--- src/rtl/stack_ctrl.sv ---
// Push/pop sequencer for the stack_pointer register and its data memory port.
// Bounds are checked on acceptance; every output is registered.
module stack_ctrl #(
    parameter logic [31:0] SP_BASE  = 32'h0000_1000,
    parameter logic [31:0] SP_LIMIT = 32'h0000_0F00,
    parameter logic [31:0] STEP     = 32'd4
) (
    input  logic        clk,
    input  logic        rst,
    input  logic        req_valid,
    input  logic        req_op,
    input  logic [31:0] req_data,
    output logic        req_ready,
    output logic        resp_valid,
    output logic        resp_err,
    output logic [31:0] resp_data,
    input  logic [31:0] sp_q,
    output logic        sp_en,
    output logic        sp_dec,
    output logic [31:0] mem_addr,
    output logic [31:0] mem_wdata,
    output logic        mem_we,
    output logic        mem_re,
    input  logic [31:0] mem_rdata,
    input  logic        mem_ready,
    output logic        overflow,
    output logic        underflow,
    input  logic        clr_err
);

    typedef enum logic [2:0] {
        IDLE, PUSH_DEC, PUSH_WR, POP_RD, POP_INC, DONE, ERR
    } state_t;

    state_t      state;
    logic        op_q;
    logic [31:0] data_q;
    logic        accept;
    logic        push_bad;
    logic        pop_bad;

    assign accept   = req_valid && req_ready;
    assign push_bad = sp_q < (SP_LIMIT + STEP);
    assign pop_bad  = sp_q >= SP_BASE;

    // Request payload only matters after acceptance, so it needs no reset.
    always_ff @(posedge clk) begin
        if (accept) begin
            op_q   <= req_op;
            data_q <= req_data;
        end
    end

    always_ff @(posedge clk or negedge rst) begin
        if (!rst) begin
            state      <= IDLE;
            req_ready  <= 1'b0;
            resp_valid <= 1'b0;
            resp_err   <= 1'b0;
            resp_data  <= '0;
            sp_en      <= 1'b0;
            sp_dec     <= 1'b0;
            mem_addr   <= '0;
            mem_wdata  <= '0;
            mem_we     <= 1'b0;
            mem_re     <= 1'b0;
            overflow   <= 1'b0;
            underflow  <= 1'b0;
        end else begin
            sp_en      <= 1'b0;
            sp_dec     <= 1'b0;
            resp_valid <= 1'b0;
            resp_err   <= 1'b0;
            // Clear first so a flag set later in this block takes priority.
            if (clr_err) begin
                overflow  <= 1'b0;
                underflow <= 1'b0;
            end
            case (state)
                IDLE: begin
                    if (accept) begin
                        req_ready <= 1'b0;
                        if (!req_op && push_bad) begin
                            state      <= ERR;
                            resp_valid <= 1'b1;
                            resp_err   <= 1'b1;
                            overflow   <= 1'b1;
                        end else if (req_op && pop_bad) begin
                            state      <= ERR;
                            resp_valid <= 1'b1;
                            resp_err   <= 1'b1;
                            underflow  <= 1'b1;
                        end else if (!req_op) begin
                            state  <= PUSH_DEC;
                            sp_en  <= 1'b1;
                            sp_dec <= 1'b1;
                        end else begin
                            state    <= POP_RD;
                            mem_re   <= 1'b1;
                            mem_addr <= sp_q;
                        end
                    end else begin
                        req_ready <= 1'b1;
                    end
                end
                PUSH_DEC: begin
                    // sp_q decrements on this same edge; address the new slot.
                    state     <= PUSH_WR;
                    mem_we    <= 1'b1;
                    mem_addr  <= sp_q - STEP;
                    mem_wdata <= data_q;
                end
                PUSH_WR: begin
                    if (mem_ready) begin
                        state      <= DONE;
                        mem_we     <= 1'b0;
                        mem_addr   <= '0;
                        mem_wdata  <= '0;
                        resp_valid <= 1'b1;
                    end
                end
                POP_RD: begin
                    if (mem_ready) begin
                        state     <= POP_INC;
                        mem_re    <= 1'b0;
                        mem_addr  <= '0;
                        resp_data <= mem_rdata;
                        sp_en     <= 1'b1;
                    end
                end
                POP_INC: begin
                    state      <= DONE;
                    resp_valid <= 1'b1;
                end
                DONE: begin
                    state     <= IDLE;
                    req_ready <= 1'b1;
                end
                ERR: begin
                    state     <= IDLE;
                    req_ready <= 1'b1;
                    if (op_q) underflow <= 1'b1;
                    else      overflow  <= 1'b1;
                end
                default: begin
                    state     <= IDLE;
                    req_ready <= 1'b1;
                end
            endcase
        end
    end

endmodule

--- config.mk ---
export PLATFORM = sky130hd
export DESIGN_NAME = stack_ctrl
export DESIGN_NICKNAME = d
export VERILOG_FILES = /design/src/rtl/stack_ctrl.sv
export SDC_FILE = /design/constraint.sdc
export NUM_CORES = 1
export LEC_CHECK = 0
export BUFFER_PORTS_ARGS = -buffer_cell sky130_fd_sc_hd__clkbuf_2
export CORE_ASPECT_RATIO = 1.25
export CORE_UTILIZATION = 30
export CTS_CLUSTER_SIZE = 30
export DETAILED_ROUTE_END_ITERATION = 10
export GPL_ROUTABILITY_DRIVEN = 1
export PLACE_DENSITY = 0.5
export SLEW_MARGIN = 20
export SYNTH_ARGS = -nofsm -noshare
export SYNTH_HDL_FRONTEND = slang
export SYNTH_SLANG_ARGS = --single-unit
export TNS_END_PERCENT = 20
--- constraint.sdc ---
create_clock -name clk -period 7.9 [get_ports clk]
set_input_delay 0 -clock clk [delete_from_list [all_inputs] [get_ports clk]]
set_output_delay 0 -clock clk [all_outputs]
set_load 0.05 [all_outputs]
======== After elaboration in Yosys (flattened, before gate mapping) ========
Cells that the tools add are included.
storage, ports and cells
  output and inout port bits .............. 105
  bits in registers ....................... 141
operators by class
  reduce and logical (&&, ||, !) cells .... 15
  equal/unequal tests ..................... 12
  multiplexer cells ....................... 46
  add/sub/neg operators ................... 1
  order comparisons ....................... 2
operators by type and width
  operator                 number
  $mux W32                 5
  $pmux W32 S3             1
  $pmux W32 S2             1
  $ge A32 B13 Y1 const B   1
  $lt A32 B12 Y1 const B   1
  $sub A32 B3 Y32 const B  1
  $mux W1                  25
  $mux W3                  5
  $pmux W3 S5              1
  $ne A2 B2 Y1 const B     6
  $pmux W1 S2              6
  $reduce_and A6 Y1        2
  $eq A3 B2 Y1 const B     2
  $eq A3 B3 Y1 const B     2
  $reduce_and A2 Y1        2
  $reduce_bool A2 Y1       2
  $reduce_or A4 Y1         1
  $eq A3 B1 Y1 const B     1
  $logic_and A1 B1 Y1      3
  $logic_not A3 Y1         1
  $pmux W1 S3              1
  $reduce_and A3 Y1        1
  $reduce_bool A3 Y1       1
  $mux W2                  1
  3 further kinds          3

======== Depth between registers and ports, before layout ========
Gate-level depths: netlist (run 1).
  depth in word-level cells ............... 6
  mapped depth ............................ 8

======== Worst setup path after synthesis (run 1) ========
OpenSTA, ideal clock, no wires.
  path kind ............................... register to register
  start ................................... reg req_ready
  end ..................................... reg mem_addr[27]
  slack ................................... 4.868 ns
  required time ........................... 7.772 ns
  arrival time ............................ 2.904 ns
  library setup time ...................... 0.128 ns
  cell stages (with the launch flop) ...... 8
  cells stage by stage .................... dfrtp_1 -> and2_1 -> clkbuf_1 -> nand2_1 -> o31ai_1 -> nand2_1 -> buf_2 -> mux2_1
between the ends
  cells in the longest elaborated chain, start to end .. 3
ends and longest elaborated chain
  what                                line  source
  start, declared                     13    output logic req_ready,
  start signal, assigned              57    req_ready <= 1'b0;
  start signal, assigned              82    req_ready <= 1'b0;
  start signal, assigned              103   req_ready <= 1'b1;
  $logic_and A1 B1 Y1                 42    assign accept = req_valid && req_ready;
  named net accept                    38    logic accept;
  $ne A2 B2 Y1 (no source line)       -
  $reduce_and A6 Y1 (no source line)  -
  end signal, assigned                100   mem_addr <= sp_q;
  end signal, assigned                110   mem_addr <= sp_q - STEP;
  end, declared                       20    output logic [31:0] mem_addr,
The timed path passes the listed nets, and every way through them passes these cells.
A chain may end at the register's enable or synchronous reset.

======== Worst setup path in the final report (run 1) ========
  start ................................... reg state[0]
  end ..................................... reg mem_addr[11]
between the ends
  cells in the longest elaborated chain, start to end .. 4
  elaborated cells between the ends (all ways) .. 13
  classes of those cells .................. 8 x eq/ne; 1 x mux; 4 x reduce/logical
ends and longest elaborated chain
  what                                                                        line  source
  start, declared                                                             35    state_t state;
  start signal, assigned                                                      56    state <= IDLE;
  start signal, assigned                                                      84    state <= ERR;
  start signal, assigned                                                      89    state <= ERR;
  $eq A3 B2 Y1                                                                79    case (state)
  $reduce_or A2 Y1 (no source line)                                           -
  $ne A2 B1 Y1 (no source line) / $reduce_bool A3 Y1 (equally long branches)  -
  $reduce_and A6 Y1 (no source line)                                          -
Several ways; a longest one is shown, not always the timed one.

==> results of run 1 <==
-- area by class of cell --
cell class              instances  area (sq um)  area share, %
well taps                     265           332           3.85
inverters                       9          33.8          0.392
clock buffers                  21           472           5.48
clock inverters                11           129           1.50
repair buffers                287          1840           21.4
multi-input cells             262          2110           24.5
flip-flops and latches        141          3690           42.9
-- synthesized netlist by cell type, types with 5 or more instances --
master | number | area share, %
dfrtp_1 | 108 | 46
mux2_2 | 61 | 12
nand2_1 | 36 | 2.3
edfxtp_1 | 33 | 17
a22o_1 | 32 | 4.7
mux2i_1 | 21 | 3.5
clkbuf_1 | 20 | 1.3
nor2_1 | 15 | 0.95
inv_1 | 9 | 0.57
nor3_1 | 9 | 0.76
nand3_1 | 8 | 0.68
nor4_1 | 8 | 0.84
o21ai_0 | 6 | 0.51
o31ai_1 | 6 | 0.76
a21oi_1 | 5 | 0.42
nand4_1 | 5 | 0.53
o41ai_1 | 5 | 0.74
-- cells by family after synthesis --
logic type,count (synthesis)
flip-flops,141
AND/OR/NAND/NOR,104
multiplexers,83
AO/OA/AOI/OAI,73
buffers and inverters,34
XOR/XNOR,1
adder cells (fa/ha/maj),1
-- report_power, final --
group / internal (mW) / total [mW] / switching, mW
Clock: 0.496 / 0.810 / 0.314
Combinational: 0.515 / 1.77 / 1.25
Sequential: 1.03 / 1.20 / 0.165
-- metrics by stage --
step	std cells	cell area [sq um]	power [mW]
after floorplan	437	5930	2.53
after global placement	886	7220	2.94
after detailed placement	886	7220	2.97
after CTS	996	8600	3.83
after global routing	996	8610	3.97
final	996	8610	3.78
-- registers in the layout, summed over array words and instances, names as in the netlist, 3 cells and up --
name and cells:
resp_data 32, state 3, data_q 32, mem_wdata 32, mem_addr 32
-- worst min-delay path by stage --
stage	to	startpoint	slack, ns	depth (start not counted)
after detailed placement	mem_addr[14]$_DFFE_PN0P_	rst	-0.005	1
after CTS	mem_addr[30]$_DFFE_PN0P_	sp_q[30]	0.0003	3
after global routing	mem_addr[29]$_DFFE_PN0P_	sp_q[29]	0.02	3
final	mem_addr[30]$_DFFE_PN0P_	sp_q[30]	0.02	3
after floorplan	mem_addr[0]$_DFFE_PN0P_	rst	-0.30	0
after global placement	mem_addr[14]$_DFFE_PN0P_	rst	-0.005	1
-- tightest hold or removal path: stages --
cell and delay [ns]:
clkbuf_2 0.10, mux2i_1 0.13, mux2_2 0.16
-- layout by cell type, fill, tap and decap left out, drive strengths merged, types with 3 or more instances in the layout --
master and instances:
edfxtp 33, nand2 36, buf 4, nor3b 3, dfrtp 108, dlygate4sd3 78, o21ai 6, clkinv 4
o311ai 6, a21oi 5, nor3 9, nor4 11, nor2 15, nand3 8, inv 13, nand4 6
or2 3, o41ai 5, clkbuf 226, a22o 32, o31ai 6, mux2 62, mux2i 21
-- repair_timing --
| action | CTS | global route |
|---|---|---|
| endpoints found under the hold margin | 113 | 0 |
| buffers inserted | 0 | 0 |
| hold buffers | 78 | 0 |
-- per-layer routing --
layer | up-vias | wire [um] | GRT usage (%)
met3 | 6 | 662 | 3.56
met5 | - | 0 | 0
met1 | 2313 | 6460 | 18.5
met2 | 130 | 8030 | 28.2
met4 | 0 | 100 | 4.76
li1 | 2204 | - | -
==> flow_metrics.py, run 1 <==
metrics = {
    "synthesis": {
        "synth_edf_count": 33,
        "synth_area_per_cell_sq_um": 13.6,
        "syn-instance-count": 437,
        "synthAdderAreaFrac_pct": 0.211,
        "synth_flop_cell": "dfrtp_1",
        "synth_cell_type_count": 48,
        "synth_top_family_by_area": "multiplexers",
        "yosysSeqAreaShare_pct": 62.3,
        "syn-cell-area_sq_mm": 0.00593,
        "synth_seq_cells": 141,
        "muxShareOfSynthArea_pct": 15.3,
        "yosys_warnings": 0,
        "synthXorXnorAreaFrac_pct": 0.148,
        "synthesis.nets": 540,
        "synthSimpleGateAreaFrac_pct": 9.44,
        "async_flop_share_pct": 76.6,
        "synth-compound-area-share_pct": 10.2,
    },
    "sta": {
        "worst_slew_pin_slew_ns": 0.967,
        "rsz0062_at_grt": "false",
        "finalCritPeriodShare_pct": 36.7,
        "drv_slew": 0,
        "whs_ns": 0.0187,
        "skew_ns": 0.00764,
        "hold_viol_final": 0,
        "setup_viol": 0,
        "timing.fmax_ghz": 0.345,
        "finalCriticalPeriod_ns": 2.90,
        "relSlewSlack_pct": 35.3,
        "setup_slack_ns": 5.00,
        "fin_tns_setup_ns": 0,
    },
    "worst_setup_path": {
        "rr_startpoint": "state[0]$_DFFE_PN0P_",
        "cp-start-kind": "flip-flop",
        "critPathBufInv": 0,
        "critPathCaptureType": "flip-flop",
        "cp.depth": 5,
        "worstSetupPathType": "reg -> reg",
        "r2r_slack_ns": 5.00,
        "required_ns": 8.20,
        "critPathSlowestCell": "or4_1",
        "timing.rr.end": "mem_addr[11]$_DFFE_PN0P_",
        "cp_top_family": "simple AND/OR/NAND/NOR gates",
        "crit_end": "mem_addr[11]$_DFFE_PN0P_",
        "arrival_ns": 3.19,
        "cp_cell_sequence": "or4b_1 > or4_1 > o311ai_0 > o41ai_1 > mux2_2",
        "crit_fanout": 18,
        "setup.worst_path.start": "state[0]$_DFFE_PN0P_",
        "worstRegToRegCells": 5,
        "cpPeakStageDelay_ns": 0.80,
    },
    "final_layout": {
        "postLayoutCoreUtil_pct": 44.4,
        "antenna_cells": 0,
        "drive_above_1_share_pct": 43.1,
        "syn_to_final_growth_pct": 45.2,
        "fin_nets": 821,
        "nFillCells": 1870,
    },
    "clock_tree": {
        "cts.repair.resized": 0,
        "cts_max_level": 4,
        "cts_tree": "yes",
        "root_buffer": "clkbuf_16",
        "clockBufferDepth": 2,
        "clk_latency_ns": 0.41,
        "path_clk_slew_ns": 0.06,
        "cts_buffers": 17,
        "clock-sinks": 141,
    },
    "global_route": {
        "grt_pass1_wl_mm": 24.9,
        "grt_usage_pct": 15.7,
        "globalRouteOverflowTotal": 0,
        "antenna_found_initial": 0,
        "grt_max_degree": 75,
        "first_global_vias": 4862,
    },
    "job": {
        "drv_cap": 0,
    },
    "power_and_ir_drop": {
        "ir_worst_vdd_v": 0.000208,
        "leakagePower_nw": 4.07,
        "powerDensity_mw_per_mm2": 439,
    },
    "place": {
        "dp_worst_setup_slack_ns": 5.01,
        "hpwl_mm": 10.4,
        "port_buffers": 206,
        "globalplace.congestion": 0.756,
    },
    "route": {
        "routedWlPerCell_um": 15.3,
        "drtAntennaViolNets": 0,
        "post-route-drc-count": 0,
        "first_pass_iters": 6,
        "wl_mm": 15.3,
        "vias": 4653,
        "vias_per_cell": 4.67,
        "drt_iter0_markers": 143,
    },
    "floorplan": {
        "initial_core_util_pct": 30.6,
        "pin_count": 207,
        "fp.dieArea_sq_mm": 0.0203,
        "die_h_um": 159,
        "fp.dieW_um": 128,
        "core_area_sq_mm": 0.0194,
        "rows": 57,
    },
    "outcome": {
        "status": "finished clean",
    },
    "min_path": {
        "hold_class": "in -> reg",
    },
}
Note: power is estimated with default switching activity, not from simulation.
==> inputs of run 2 (changes only) <==
--- a/config.mk
+++ b/config.mk
@@ -5,13 +5,14 @@
 export SDC_FILE = /design/constraint.sdc
 export NUM_CORES = 1
 export LEC_CHECK = 0
+export ABC_AREA = 1
 export BUFFER_PORTS_ARGS = -buffer_cell sky130_fd_sc_hd__clkbuf_2
 export CORE_ASPECT_RATIO = 1.25
 export CORE_UTILIZATION = 30
 export CTS_CLUSTER_SIZE = 30
 export DETAILED_ROUTE_END_ITERATION = 10
 export GPL_ROUTABILITY_DRIVEN = 1
-export PLACE_DENSITY = 0.5
+export PLACE_DENSITY = 0.49
 export SLEW_MARGIN = 20
 export SYNTH_ARGS = -nofsm -noshare
 export SYNTH_HDL_FRONTEND = slang
==> constraint.sdc (replaced) <==
create_clock -name clk -period 2.7 [get_ports clk]
set_input_delay 0 -clock clk [delete_from_list [all_inputs] [get_ports clk]]
set_output_delay 0 -clock clk [all_outputs]
set_load 0.05 [all_outputs]
==> flow_metrics.py, run 2 <==
metrics = {
    "outcome": {
        "status": "finished clean",
    },
    "route": {
        "wl_met1_mm": 7.46,
        "post-route-drc-count": 0,
        "wl_mm": 18.3,
        "routedWlPerCell_um": 14.0,
        "wl_met3_um": 817,
        "wl_met2_mm": 9.36,
        "drt_iter0_markers": 206,
        "vias": 5768,
        "first_pass_iters": 4,
        "vias_per_cell": 4.40,
        "top_layer": "met4",
        "drtAntennaViolNets": 0,
    },
    "synthesis": {
        "synthesis.nets": 828,
        "syn-cell-area_sq_mm": 0.00623,
        "yosysTopAreaCell": "dfrtp_1",
        "yosys_warnings": 0,
        "synthTopCellsByCount": "300 x nand2_1, 108 x dfrtp_1, 84 x nand3_1",
        "synth_area_per_cell_sq_um": 8.59,
        "synth_edf_count": 33,
        "synth_flop_cell": "dfrtp_1",
        "synth_top_area_share_pct": 43.4,
        "synthAdderAreaFrac_pct": 0.201,
        "synth_top_family_by_area": "simple AND/OR/NAND/NOR gates",
        "synthSimpleGateAreaFrac_pct": 31.5,
        "synth-compound-area-share_pct": 4.12,
        "yosysMostFrequentCell": "nand2_1",
        "synthXorXnorAreaFrac_pct": 0,
        "synth_seq_cells": 141,
        "async_flop_share_pct": 76.6,
        "syn-instance-count": 725,
        "muxShareOfSynthArea_pct": 0,
        "yosysSeqAreaShare_pct": 59.3,
        "synthTopCellsByArea": "dfrtp_1 43%, nand2_1 18%, edfxtp_1 16%",
        "synth_cell_type_count": 33,
    },
    "sta": {
        "skew_ns": 0.00678,
        "rsz0062_at_grt": "false",
        "hold_viol_final": 0,
        "timing.fmax_ghz": 0.562,
        "fin_tns_setup_ns": 0,
        "worst_slew_pin_slew_ns": 0.688,
        "relSlewSlack_pct": 54.1,
        "finalCritPeriodShare_pct": 65.9,
        "finalCriticalPeriod_ns": 1.78,
        "setup_viol": 0,
        "drv_slew": 0,
    },
    "global_route": {
        "first_global_vias": 5657,
        "grt_max_degree": 51,
        "globalRouteOverflowTotal": 0,
        "antenna_found_initial": 0,
        "grt_pass1_wl_mm": 28.5,
        "grt_usage_pct": 17.7,
    },
    "floorplan": {
        "rows": 58,
        "die_h_um": 163,
        "fp.dieW_um": 131,
        "initial_core_util_pct": 30.8,
        "core_area_sq_mm": 0.0202,
        "fp.dieArea_sq_mm": 0.0213,
        "pin_count": 207,
    },
    "final_layout": {
        "drive_above_1_share_pct": 25.7,
        "layout_commonest_cell": "nand2_1",
        "antenna_cells": 0,
        "postLayoutCoreUtil_pct": 45.0,
        "fin_nets": 1132,
        "layout_common_cells": "299 x nand2_1, 205 x clkbuf_2, 108 x dfrtp_1",
        "nFillCells": 1997,
        "syn_to_final_growth_pct": 46.2,
    },
    "place": {
        "port_buffers": 206,
        "globalplace.congestion": 0.843,
        "hpwl_mm": 13.0,
    },
    "job": {
        "drv_cap": 0,
    },
    "clock_tree": {
        "path_clk_slew_ns": 0.06,
        "cts_max_level": 4,
        "ctsHoldBuffers": 93,
        "clockBufferDepth": 2,
        "cts_buffers": 17,
        "postCtsSetupBuffers": 0,
        "root_buffer": "clkbuf_16",
        "clock-sinks": 141,
        "cts_tree": "yes",
        "cts.repair.resized": 0,
        "clk_latency_ns": 0.41,
    },
    "power_and_ir_drop": {
        "powerDensity_mw_per_mm2": 1240,
        "leakagePower_nw": 4.69,
        "ir_worst_vdd_v": 0.000533,
    },
    "worst_setup_path": {
        "critPathCaptureType": "flip-flop",
        "crit_fanout": 39,
        "required_ns": 2.98,
        "worstSetupPathType": "reg -> reg",
        "cp-start-kind": "flip-flop",
        "arrival_ns": 2.07,
    },
    "min_path": {
        "hold_class": "in -> reg",
    },
}
## run 2: cell types whose count changed after synthesis, moves of 8 or more
cell	before	now
nand2_1	36	300
nand3_1	8	84
mux2_2	61	0
inv_1	9	47
nor2_1	15	51
a22o_1	32	0
mux2i_1	21	0
clkbuf_1	20	8
o21ai_0	6	18
buf_2	3	13
nand4_1	5	13
nor3_1	9	1
nor4_1	8	0
## run 2: power by group
| part | internal, mW | switching (mW) | leakage [nW] |
|---|---|---|---|
| Clock | 1.40 | 0.998 | 0.296 |
| Combinational | 1.19 | 4.19 | 2.71 |
| Sequential | 3.04 | 0.478 | 1.69 |
## run 2: area by class of cell
type	instances	area, sq um	area share, %
inverter	49	184	2.02
timing repair buffer	309	2050	22.5
multi-input combinational	511	2230	24.5
sequential	141	3690	40.6
clock buffer	17	425	4.67
tap	270	338	3.71
clock inverter	15	179	1.97
## run 2: final timing paths
kind / startpoint / to / slack, ns / cells past startpoint
max in group asynchronous: rst / resp_data[25]$_DFFE_PN0P_ / 1.80 / 3
min: sp_q[13] / mem_addr[13]$_DFFE_PN0P_ / 0.01 / 4
min in group asynchronous: rst / mem_addr[15]$_DFFE_PN0P_ / 0.16 / 2
max reg2reg: state[2]$_DFFE_PN0P_ / mem_addr[5]$_DFFE_PN0P_ / 0.92 / 7
max: state[2]$_DFFE_PN0P_ / mem_addr[5]$_DFFE_PN0P_ / 0.92 / 7
min reg2reg: data_q[26]$_DFFE_PP_ / mem_wdata[26]$_DFFE_PN0P_ / 0.45 / 2
## run 2: stage by stage
stage               power (mW)  instance area (sq um)  std cells  hold WS (ns)  setup slack, ns
finish                    11.3                   9100       1312        0.0127            0.919
global route              12.0                   9100       1312        0.0139            0.708
CTS                       11.5                   9100       1312      0.000708            0.877
detailed placement        8.93                   7570       1187        0.0963            0.889
global placement          8.90                   7570       1187         0.102            0.946
floorplan                 7.49                   6230        725        -0.296            0.169
## run 2: metal layers
metal | GRT usage, % | vias to the layer above
li1 | - | 2946
met1 | 20.2 | 2627
met2 | 31.0 | 158
met3 | 4.13 | 37
met4 | 8.41 | 0
met5 | 0 | -
## run 2: worst max-delay path: stages, from the launching register on
cell	delay [ns]
dfrtp_1	0.46
nor2_2	0.21
inv_1	0.10
nor2_4	0.17
o21ai_4	0.12
nand2_2	0.06
buf_4	0.36
o21ai_0	0.14
## run 2: cells by family (layout without fill, tap and decap cells)
logic type,after synthesis,in the layout
AOI/OAI and AO/OA,42,42
adders and majority gates,1,1
buffers and inverters,73,390
DFF,141,141
and+or+nand+nor,468,468
